--- src/rtl/uart_fifo_core.sv ---
// First-word-fall-through FIFO for the UART receive/transmit path.
// Tracks occupancy, sticky overrun/underrun, and a line-error summary over stored characters.
module uart_fifo_core #(
  parameter int unsigned fifo_width     = 11,
  parameter int unsigned fifo_depth     = 16,
  parameter int unsigned fifo_counter_w = 5
) (
  input  logic                      clk,
  input  logic                      wb_rst_i,
  input  logic [fifo_width-1:0]     data_in,
  input  logic                      push,
  input  logic                      pop,
  input  logic                      fifo_reset,
  input  logic                      reset_status,
  output logic [fifo_width-1:0]     data_out,
  output logic [fifo_counter_w-1:0] count,
  output logic                      overrun,
  output logic                      underrun,
  output logic                      error_bit
);

  localparam int unsigned PtrW = $clog2(fifo_depth);

  logic [fifo_width-1:0]     mem_q [fifo_depth];
  logic [PtrW-1:0]           top_q, top_d;
  logic [PtrW-1:0]           bottom_q, bottom_d;
  logic [fifo_counter_w-1:0] count_q, count_d;
  logic                      overrun_q, overrun_d;
  logic                      underrun_q, underrun_d;
  logic                      full_c, empty_c, we_c;
  logic                      ovr_evt_c, udr_evt_c;

  assign full_c  = (count_q == fifo_counter_w'(fifo_depth));
  assign empty_c = (count_q == '0);
  // A push lands in storage unless the FIFO is full and nothing leaves this cycle.
  assign we_c    = push && !fifo_reset && (!full_c || pop);

  always_comb begin
    top_d      = top_q;
    bottom_d   = bottom_q;
    count_d    = count_q;
    ovr_evt_c  = 1'b0;
    udr_evt_c  = 1'b0;
    overrun_d  = overrun_q;
    underrun_d = underrun_q;
    if (fifo_reset) begin
      top_d      = '0;
      bottom_d   = '0;
      count_d    = '0;
      overrun_d  = 1'b0;
      underrun_d = 1'b0;
    end else begin
      unique case ({push, pop})
        2'b10: begin
          if (full_c) begin
            ovr_evt_c = 1'b1;
          end else begin
            top_d   = top_q + PtrW'(1);
            count_d = count_q + fifo_counter_w'(1);
          end
        end
        2'b01: begin
          if (empty_c) begin
            udr_evt_c = 1'b1;
          end else begin
            bottom_d = bottom_q + PtrW'(1);
            count_d  = count_q - fifo_counter_w'(1);
          end
        end
        2'b11: begin
          top_d = top_q + PtrW'(1);
          if (empty_c) begin
            count_d = count_q + fifo_counter_w'(1);
          end else begin
            bottom_d = bottom_q + PtrW'(1);
          end
        end
        default: begin
        end
      endcase
      // A new event in the same cycle as reset_status keeps the flag set.
      overrun_d  = (overrun_q  && !reset_status) || ovr_evt_c;
      underrun_d = (underrun_q && !reset_status) || udr_evt_c;
    end
  end

  always_ff @(posedge clk or negedge wb_rst_i) begin
    if (!wb_rst_i) begin
      top_q      <= '0;
      bottom_q   <= '0;
      count_q    <= '0;
      overrun_q  <= 1'b0;
      underrun_q <= 1'b0;
    end else begin
      top_q      <= top_d;
      bottom_q   <= bottom_d;
      count_q    <= count_d;
      overrun_q  <= overrun_d;
      underrun_q <= underrun_d;
    end
  end

  always_ff @(posedge clk or negedge wb_rst_i) begin
    if (!wb_rst_i) begin
      for (int i = 0; i < int'(fifo_depth); i++) begin
        mem_q[i] <= '0;
      end
    end else if (we_c) begin
      mem_q[top_q] <= data_in;
    end
  end

  // Line-error summary: only entries within count of bottom are considered valid.
  always_comb begin
    logic [PtrW-1:0] offset;
    error_bit = 1'b0;
    offset    = '0;
    for (int i = 0; i < int'(fifo_depth); i++) begin
      offset = PtrW'(i) - bottom_q;
      if ((fifo_counter_w'(offset) < count_q) && (|mem_q[i][2:0])) begin
        error_bit = 1'b1;
      end
    end
  end

  assign data_out = mem_q[bottom_q];
  assign count    = count_q;
  assign overrun  = overrun_q;
  assign underrun = underrun_q;

endmodule

--- config.mk ---
export PLATFORM = sky130hd
export DESIGN_NAME = uart_fifo_core
export DESIGN_NICKNAME = d
export VERILOG_FILES = /design/src/rtl/uart_fifo_core.sv
export SDC_FILE = /design/constraint.sdc
export NUM_CORES = 1
export LEC_CHECK = 0
export ABC_AREA = 1
export BUFFER_PORTS_ARGS = -buffer_cell sky130_fd_sc_hd__buf_2
export CAP_MARGIN = 30
export CORE_ASPECT_RATIO = 2
export CORE_MARGIN = 3
export CORE_UTILIZATION = 47
export DETAILED_ROUTE_END_ITERATION = 16
export SLEW_MARGIN = 10
export SYNTH_ARGS = -nofsm -noshare
export SYNTH_HDL_FRONTEND = slang
export SYNTH_SLANG_ARGS = --single-unit
--- constraint.sdc ---
create_clock -name clk -period 2.75 [get_ports clk]
set_input_delay 0.1375 -clock clk [delete_from_list [all_inputs] [get_ports clk]]
set_output_delay 0.1375 -clock clk [all_outputs]
set_load 0.03 [all_outputs]
==> results by group <==
Outcome
  – Status: complete, but fails checks
  – Failing checks: setup timing

Routing
  – Vias: 8827
  – Vias/cell: 5.48
  – Wire per inst: 18.2 um
  – Final WL: 29.3 mm
  – ANT nets after route: 0
  – DR DRC count: 0
  – Pre-antenna DRT Iters: 7
  – 1st-iter DRT viols: 616

Critical path
  – WP buf/inv: 6
  – Crit path arrival time: 2640 ps
  – Reg2Reg Launch Point: count[2]
  – Top Family by Delay on Critical Path: simple AND/OR/NAND/NOR gates
  – Worst path cell trace: buf_6, clkinv_8, ha_2, a21o_1, xor2_2, inv_1, ha_1, inv_1, nor2_2, nand3_1, nand4_1, nand2_1, inv_1, nand2_1, nor2_1, nand2_1, buf_6
  – Launch point of the worst path: bottom_q[1]
  – R2R depth: 7
  – Critical Path RT: 2610 ps
  – Critical path type: flip-flop to output port
  – Startpoint Class: flip-flop
  – Crit-path slowest cell: dfrtp_2
  – CP Capture Type: output port
  – Slowest stage delay, CP: 410 ps
  – Crit. path cell count: 17
  – Crit-path max FO: 8

Placement
  – Quantity of I/O buffers inserted on ports: 35
  – GP Congestion: 0.872
  – Placed cell area: 10600 um^2
  – Final HPWL DP: 20.3 mm
  – Dpl cells: 1571

Die
  – Die Y: 215 um
  – Initial Util: 47.9%
  – Core Region: 21500 um^2
  – I/O pin count: 36
  – DIE AREA: 23800 um^2
  – Die width: 111 um
  – Row count: 76

Finish
  – Final #Nets: 1387
  – Final design utilization: 53.2%
  – Layout fillers: 2204
  – Commonest non-fill, non-tap cell in the layout: nand2_1
  – Non-Filler Instances: 1612
  – Ant. Diodes: 0
  – Layout cell share with drive strength beyond 1: 10.0%
  – Synth-to-Final Area Change: 11.2%
  – Most frequent cells in the layout: 332 x nand2_1, 256 x o21ai_0, 189 x dfrtp_1, 121 x nor2_1, 104 x inv_1
  – Fin area: 11400 um^2

Yosys
  – Yosys top cell by area: dfrtp_1
  – Sequential fraction of the synthesis area: 46.5%
  – Distinct cells, synth: 32
  – Synthesized instance count: 1316
  – Synth Area per Inst: 7.82 um^2
  – Yosys warns: 0
  – Net Count, Synth: 1377
  – FFs w/ async S/R, synth: 100%
  – Yosys reg bits: 191
  – Number of synthesized flops with an enable pin: 0
  – Ys flop type: dfrtp_1
  – Yosys top cell area share: 46.5%
  – Synth Cell Area: 10300 um^2
  – Ranking of synthesized cells by area: dfrtp_1 46%, o21ai_0 12%, nand2_1 12%

Timing
  – Final hold vios: 0
  – Pins Over Slew Limit: 0
  – Max Clock Freq: 361 MHz
  – Final setup viols: 1
  – Setup TNS: -23.0 ps
  – Clk_skew: 7.54 ps
  – Slew @ Worst Pin: 595 ps
  – RSZ-0062 raised after global routing: yes
  – Min cycle time layout: 2770 ps
  – Worst setup margin: -23.0 ps
  – Slew Limit Headroom: 60.3%
  – Final worst-path cycle share: 101%

GRT
  – Congestion Overflow GR: 0
  – Gr usage total: 25.2%
  – Initial antenna violation count: 0
  – Vias in the first global route: 8689
  – Largest net degree at the start of global routing: 84
  – First-pass GRT wire length: 46.9 mm

Clock tree
  – Worst skew pair latency: 450 ps
  – Clock sinks: 191
  – CTS tree: built
  – H-tree depth: 4
  – CTS buffer count: 17
  – Clock root cell: clkbuf_16
  – Clock buffer depth: 2
  – Reg clk slew, reported paths: 70 ps

Power and ir drop
  – Pleak: 5.55 nW
  – Pwr dens: 944 nW/um^2
  – VDD IR max: 0.519 mV

Worst hold path
  – Worst hold start: push
  – Hold Crit Class: primary input to flip-flop
  – Hold Path Depth: 3

Run
  – Maxcap violations: 0
[cell usage after synthesis (2+ instances only)]
master and n:
xor2_1 5, a22oi_1 2, buf_2 23, nand3_1 33
buf_6 15, inv_1 105, dfrtp_1 191, o22ai_1 33
o32ai_1 2, ha_1 43, a21oi_1 21, o21ai_0 256
o21ai_1 22, nor2_1 127, nand2_4 8, xnor2_1 5
nor3b_1 2, nand2_1 333, clkinv_1 2, nand4_1 28
clkbuf_1 43, nor3_1 5, inv_2 3
[power by group]
group | internal (mW) | switching [mW] | total (mW)
combinational | 1.57 | 3.19 | 4.76
sequential | 3.18 | 0.259 | 3.44
clock | 1.48 | 1.11 | 2.59
[kinds of logic after synthesis]
group           synth area share [%]
compound gates                  17.0
fa+ha+maj                       5.43
xor+xnor                       0.852
simple gates                    21.7
flops                           46.5
buf+inv                         8.53
[metal layers]
metal | vias up | routed length (um) | GRT usage (%)
li1 | 4322 | - | -
met1 | 4246 | 11300 | 28.1
met2 | 191 | 15700 | 46.1
met3 | 68 | 926 | 3.44
met4 | 0 | 1360 | 13.2
met5 | - | 0 | 0
[cell type report]
| cell class | instances | area (um^2) | area share (%) |
|---|---|---|---|
| Sequential cell | 191 | 4780 | 41.8 |
| Inverter | 110 | 425 | 3.72 |
| Clock inverter | 12 | 160 | 1.40 |
| Multi-Input combinational cell | 932 | 4690 | 41.0 |
| Tap cell | 273 | 342 | 2.99 |
| Clock buffer | 20 | 457 | 3.99 |
| Timing Repair Buffer | 74 | 576 | 5.03 |
[repair_timing]
action	CTS	global route
gates cloned	1	0
pin swaps	3	2
hold buffers	3	0
setup buffers	5	0
hold endpoints to repair	71	0
endpoints found under the setup margin	1	2
gates resized for setup	22	3
[registers in the layout (all words and copies together) (netlist names)]
| signal | count |
|---|---|
| top_q | 4 |
| underrun | 1 |
| count | 5 |
| overrun | 1 |
| mem_q | 176 |
| bottom_q | 4 |
[path summary, 6_finish.rpt]
kind                            slack (ps)         to
worst max register to register         730  mem_q[19]
worst min register to register         480  mem_q[58]
max in group asynchronous             1660  mem_q[80]
min in group asynchronous              270   count[2]
worst min-delay path                    30   top_q[3]
worst max-delay path                   -20  error_bit
[tightest hold or removal path, delay by kind of cell]
kind                   cells  cell delay, ps
buffers and inverters      1             140
and+or+nand+nor            1              90
AOI/OAI and AO/OA          1              70
[stage by stage]
| step | hold WS (ps) | total power [mW] | setup WS [ps] |
|---|---|---|---|
| 3_3_place_gp | 184 | 8.05 | 201 |
| 2_1_floorplan | -158 | 6.61 | 46.7 |
| 3_5_place_dp | 193 | 8.09 | 152 |
| 4_1_cts | 1.25 | 10.9 | -54.2 |
| 5_1_grt | 27.1 | 11.6 | -260 |
| 6_report | 25.9 | 10.8 | -23.0 |
Power figures use the tool's default switching activity.
